`src/rtl/dr_load_sequencer.sv`:
```
// dr_load_sequencer
// Fills the 32-bit data register from byte-wide memory. One command gives a
// base address, an access size of 1, 2 or 4 bytes and a signedness flag. The
// bytes are read most-significant first, so the first register write loads
// and extends and every later write shifts the earlier bytes up. The result
// ends up right-aligned and sign- or zero-extended.

module dr_load_sequencer #(
   parameter int ADDR_W     = 16,
   parameter bit BIG_ENDIAN = 1'b0
) (
   input  logic              i_clk,
   input  logic              i_reset,
   input  logic              i_start,
   input  logic [ADDR_W-1:0] i_address,
   input  logic [1:0]        i_size,
   input  logic              i_signed,
   output logic [ADDR_W-1:0] o_memAddress,
   output logic              o_memRead,
   input  logic [7:0]        i_memData,
   input  logic              i_memReady,
   output logic              o_drE,
   output logic [1:0]        o_drFunSel,
   output logic [7:0]        o_drI,
   output logic              o_busy,
   output logic              o_done,
   output logic              o_error
);

   typedef enum logic [1:0] {
      S_IDLE  = 2'd0,
      S_FETCH = 2'd1,
      S_DONE  = 2'd2,
      S_ERR   = 2'd3
   } state_t;

   localparam logic [1:0] FUN_LOAD_SIGNED = 2'b00;
   localparam logic [1:0] FUN_LOAD_ZERO   = 2'b01;
   localparam logic [1:0] FUN_SHIFT_IN    = 2'b10;

   state_t            r_state;
   state_t            w_nextState;
   logic [ADDR_W-1:0] r_base;
   logic [ADDR_W-1:0] w_nextBase;
   logic [1:0]        r_lastIdx;
   logic [1:0]        w_nextLastIdx;
   logic              r_signed;
   logic              w_nextSigned;
   logic [1:0]        r_idx;
   logic [1:0]        w_nextIdx;

   logic              w_fetch;
   logic              w_accept;
   logic [1:0]        w_offset;

   // State and command registers; reset returns to IDLE and abandons any access
   always_ff @(posedge i_clk) begin
      if (i_reset) begin
         r_state   <= S_IDLE;
         r_base    <= '0;
         r_lastIdx <= 2'd0;
         r_signed  <= 1'b0;
         r_idx     <= 2'd0;
      end else begin
         r_state   <= w_nextState;
         r_base    <= w_nextBase;
         r_lastIdx <= w_nextLastIdx;
         r_signed  <= w_nextSigned;
         r_idx     <= w_nextIdx;
      end
   end

   // Next-state logic: latch the command in IDLE, step the byte index on each
   // completed read, and leave DONE/ERR after their single pulse cycle
   always_comb begin
      w_nextState   = r_state;
      w_nextBase    = r_base;
      w_nextLastIdx = r_lastIdx;
      w_nextSigned  = r_signed;
      w_nextIdx     = r_idx;
      case (r_state)
         S_IDLE: begin
            if (i_start) begin
               if (i_size == 2'b11) begin
                  w_nextState = S_ERR;
               end else begin
                  w_nextState  = S_FETCH;
                  w_nextBase   = i_address;
                  w_nextSigned = i_signed;
                  w_nextIdx    = 2'd0;
                  case (i_size)
                     2'b00:   w_nextLastIdx = 2'd0;
                     2'b01:   w_nextLastIdx = 2'd1;
                     default: w_nextLastIdx = 2'd3;
                  endcase
               end
            end
         end
         S_FETCH: begin
            if (i_memReady) begin
               if (r_idx == r_lastIdx) begin
                  w_nextState = S_DONE;
               end else begin
                  w_nextIdx = r_idx + 2'd1;
               end
            end
         end
         S_DONE:  w_nextState = S_IDLE;
         S_ERR:   w_nextState = S_IDLE;
         default: w_nextState = S_IDLE;
      endcase
   end

   // Output decode: the byte offset walks from the most significant byte down,
   // which sits at the top address in little-endian order and at the base in
   // big-endian order; address arithmetic wraps naturally at ADDR_W bits
   always_comb begin
      w_fetch      = (r_state == S_FETCH);
      w_accept     = w_fetch && i_memReady;
      w_offset     = BIG_ENDIAN ? r_idx : (r_lastIdx - r_idx);
      o_memRead    = w_fetch;
      o_memAddress = '0;
      o_drE        = w_accept;
      o_drFunSel   = FUN_LOAD_SIGNED;
      o_drI        = i_memData;
      o_busy       = (r_state != S_IDLE);
      o_done       = (r_state == S_DONE);
      o_error      = (r_state == S_ERR);
      if (w_fetch) begin
         o_memAddress = r_base + ADDR_W'(w_offset);
      end
      if (w_accept) begin
         if (r_idx == 2'd0) begin
            o_drFunSel = r_signed ? FUN_LOAD_SIGNED : FUN_LOAD_ZERO;
         end else begin
            o_drFunSel = FUN_SHIFT_IN;
         end
      end
   end

endmodule
```
`config.mk`:
```
export PLATFORM = sky130hd
export DESIGN_NAME = dr_load_sequencer
export DESIGN_NICKNAME = d
export VERILOG_FILES = /design/src/rtl/dr_load_sequencer.sv
export SDC_FILE = /design/constraint.sdc
export NUM_CORES = 1
export LEC_CHECK = 0
export CORE_ASPECT_RATIO = 1.5
export CORE_MARGIN = 2
export CORE_UTILIZATION = 45
export CTS_CLUSTER_SIZE = 14
export DETAILED_ROUTE_END_ITERATION = 6
export PLACE_DENSITY = 0.88
export SETUP_SLACK_MARGIN = 0.2
export SYNTH_ARGS = -nofsm -noshare
export SYNTH_HDL_FRONTEND = slang
export SYNTH_SLANG_ARGS = --single-unit
```
`constraint.sdc`:
```
create_clock -name i_clk -period 4.7 [get_ports i_clk]
set_input_delay 0.94 -clock i_clk [delete_from_list [all_inputs] [get_ports i_clk]]
set_output_delay 0.94 -clock i_clk [all_outputs]
set_load 0.02 [all_outputs]
```
==> metrics.txt, run 1 <==
status=complete, no violations; Commonest cells post-synth=nand2_1 (46), a21oi_1 (24), dfxtp_1 (23); Core ar.=3100 µm²; first-pass GRT wire length=5290 µm; CP most frequent cell=inv_1; P_sw=0.133 mW; die width=50.2 µm; clock power share=0.273; Hold/Removal Path Class=reg2reg; htree depth=1; CP startpoint kind=flip-flop; Synth warnings=0; setup TNS=0 ns; die area=3680 µm²; DR DRC count=0; # setup viols final=0; CP Buf/Inv Count=4; Setup Fix Bufs, Post-CTS=0; # fillers=276; CTS tree=built; maximum VDD drop=0.156 mV; Worst EP arrival=3.30 ns; nets=266; Setup WS pre-CTS=0.751 ns; clock sink count=23; Final Max Tran Viols=0; ant diodes=0; Setup Skew=0.00105 ns; Layout Cells excl Fill=269; PwrDens=240 nW/µm²; most common cell in the netlist=nand2_1; fin crit period=4.24 ns; Tightest Pin Transition=0.866 ns; CP top delay family=simple AND/OR/NAND/NOR gates; PortBufs=45; Comb power frac=0.236; Detail Route Antenna Nets=0; crit-path max FO=6; multi-input logic area=833 µm²; Final GP Congestion=0.877; total grt overflow=0; CP peak stage delay=0.62 ns; share of the synthesized area in the top cell type=0.319; Crit. End Element=output pin; hold buffer count at cts=0; vias in the first global route=1350; slowest cell on the critical path=clkdlybuf4s50_1; Syn Nets=232; clock buffer depth=2; placed cells=265; share of cells above drive strength 1=0.0437; Area after DPL=1830 µm²; WL final=3270 µm; synth unique cells=40; Synth Flop Type=dfxtp_1; critical path type=reg2out; Starting Density=0.466; fmax=0.236 GHz; Avg Inst Size Synth=7.36 µm²; GRT Total Usage=0.181; Seq/Total Area, Yosys=0.319; Slew headroom=0.421; unrepaired setup endpoints after global routing=no; routed vias=1440; Detailed Place HPWL=2440 µm; crit-path cells=inv_1, ha_1, inv_1, ha_1, inv_1, fa_1, nor2b_1, nand3_1, or4_1, o21ai_0, clkdlybuf4s50_1; LEAKAGE=0.655 nW; # IOs=62; Post-Synthesis Cell Area=1440 µm²; Gate Count Post-Synth=196; max_cap viols=0; Yosys reg bits=23; TritonCTS Buffers=3; Critical Path RT=3.76 ns; Reg power frac=0.491; Clk Latency, worst-skew pair=0.26 ns; final hold violation count=0; post-CTS sizing=0; Finished Cell Area=1870 µm²; register area=460 µm²; Int Pwr=0.317 mW; switch share=0.296; final cycle utilization of the critical path=0.902; chip height=73.3 µm; cell taking the most area after synthesis=dfxtp_1; number of synthesized flops with an enable pin=0; Clock transition at path regs=0.08 ns; Starting DRT DRC Count=43; first-pass detailed-route iteration total=4; PnR worst setup slack=0.462 ns; DR WL/cell=12.2 µm; largest net degree at the start of global routing=24; Area Growth Syn to Fin=29.9%; row cnt=25; asr flop ratio synth=0; Root Driver=clkbuf_8; vias per cell=5.35; top post-synthesis cells by area=dfxtp_1 (32%), nand2_1 (12%), a21oi_1 (8.3%); initial antenna violation count=0
through the flow:
stage | utilization | power (mW) | hold slack (ns)
after floorplan | - | 0.299 | 0.436
after global placement | 0.590 | 0.330 | 0.445
after detailed placement | 0.590 | 0.332 | 0.457
after CTS | 0.605 | 0.454 | 0.468
after global routing | 0.605 | 0.473 | 0.508
final | 0.605 | 0.451 | 0.469
state kept, by name, indices dropped and copies added (netlist names):
name and count:
r_base 16, r_idx 2, r_state 2, r_signed 1, r_lastIdx 2
placed cells by master (no fill, tap or decap), drive strengths merged, types with 2 or more instances in the layout:
master and n:
nand2 46, clkdlybuf4s50 45, a21oi 25, dfxtp 23
nor2 17, inv 9, nand3 8, xnor2 7
nor3 4, ha 4, nand4 3, o21ai 3
xor2 3, clkbuf 3, nand2b 2, nor2b 2
or3 2, nor4 2, a21o 2, and2 2
routing by layer:
metal,routed length (µm),GRT usage,part of all wire,vias to the layer above
met5,0,0,0,-
met4,60,0.120,0.018,0
met3,154,0.0142,0.047,5
met2,1710,0.335,0.52,48
met1,1340,0.192,0.41,673
li1,-,-,-,714
layout make-up:
cell class / count / area share
Clock buffer: 3 / 0.0220
Clock inverter: 1 / 0.00267
Inverter: 9 / 0.0180
Multi-Input combinational cell: 148 / 0.445
Sequential cell: 23 / 0.246
Tap cell: 40 / 0.0267
Timing Repair Buffer: 45 / 0.240
power groups by stage:
stage	logic [mW]	registers, mW	clock network (mW)
2_1_floorplan	0.0781	0.221	0
3_3_place_gp	0.105	0.224	0
3_5_place_dp	0.107	0.226	0
4_1_cts	0.107	0.221	0.126
5_1_grt	0.117	0.223	0.132
6_report	0.106	0.221	0.123
cells by family after synthesis:
family	after synthesis	synth area share
simple gates	97	0.312
compound gates	34	0.141
buf+inv	25	0.103
flops	23	0.319
xor+xnor	10	0.0607
fa+ha+maj	5	0.0486
mux	2	0.0147
tightest hold or removal path: stages (launching register included):
cell and delay, ns:
dfxtp_1 0.32, nand2_1 0.05, a21oi_1 0.05
path summary, 6_finish.rpt:
path | slack (ns) | endpoint | startpoint | depth (start not counted)
hold / removal | 0.47 | r_signed$_SDFFE_PP0P_ | r_signed$_SDFFE_PP0P_ | 2
setup reg to reg | 2.99 | r_base[4]$_SDFFE_PP0P_ | r_state[0]$_SDFFE_PP0P_ | 4
setup / recovery | 0.46 | o_memAddress[10] | r_lastIdx[0]$_SDFFE_PP0P_ | 11
hold reg to reg | 0.47 | r_signed$_SDFFE_PP0P_ | r_signed$_SDFFE_PP0P_ | 2
Power figures use the tool's default switching activity.
==> inputs of run 2 (changes only) <==
==> constraint.sdc (replaced) <==
create_clock -name i_clk -period 5.1 [get_ports i_clk]
set_input_delay 1.02 -clock i_clk [delete_from_list [all_inputs] [get_ports i_clk]]
set_output_delay 1.02 -clock i_clk [all_outputs]
set_load 0.02 [all_outputs]
==> results of run 2 <==
The final DEF is identical to that of run 1. Status: complete, no violations.
Among the figures that moved: setup slack after placement 0.751 ns -> 1.07 ns; setup slack after layout 0.462 ns -> 0.782 ns; register-to-register setup slack 2.99 ns -> 3.39 ns; total power 0.451 mW -> 0.415 mW; worst IR drop on VDD 0.156 mV -> 0.143 mV
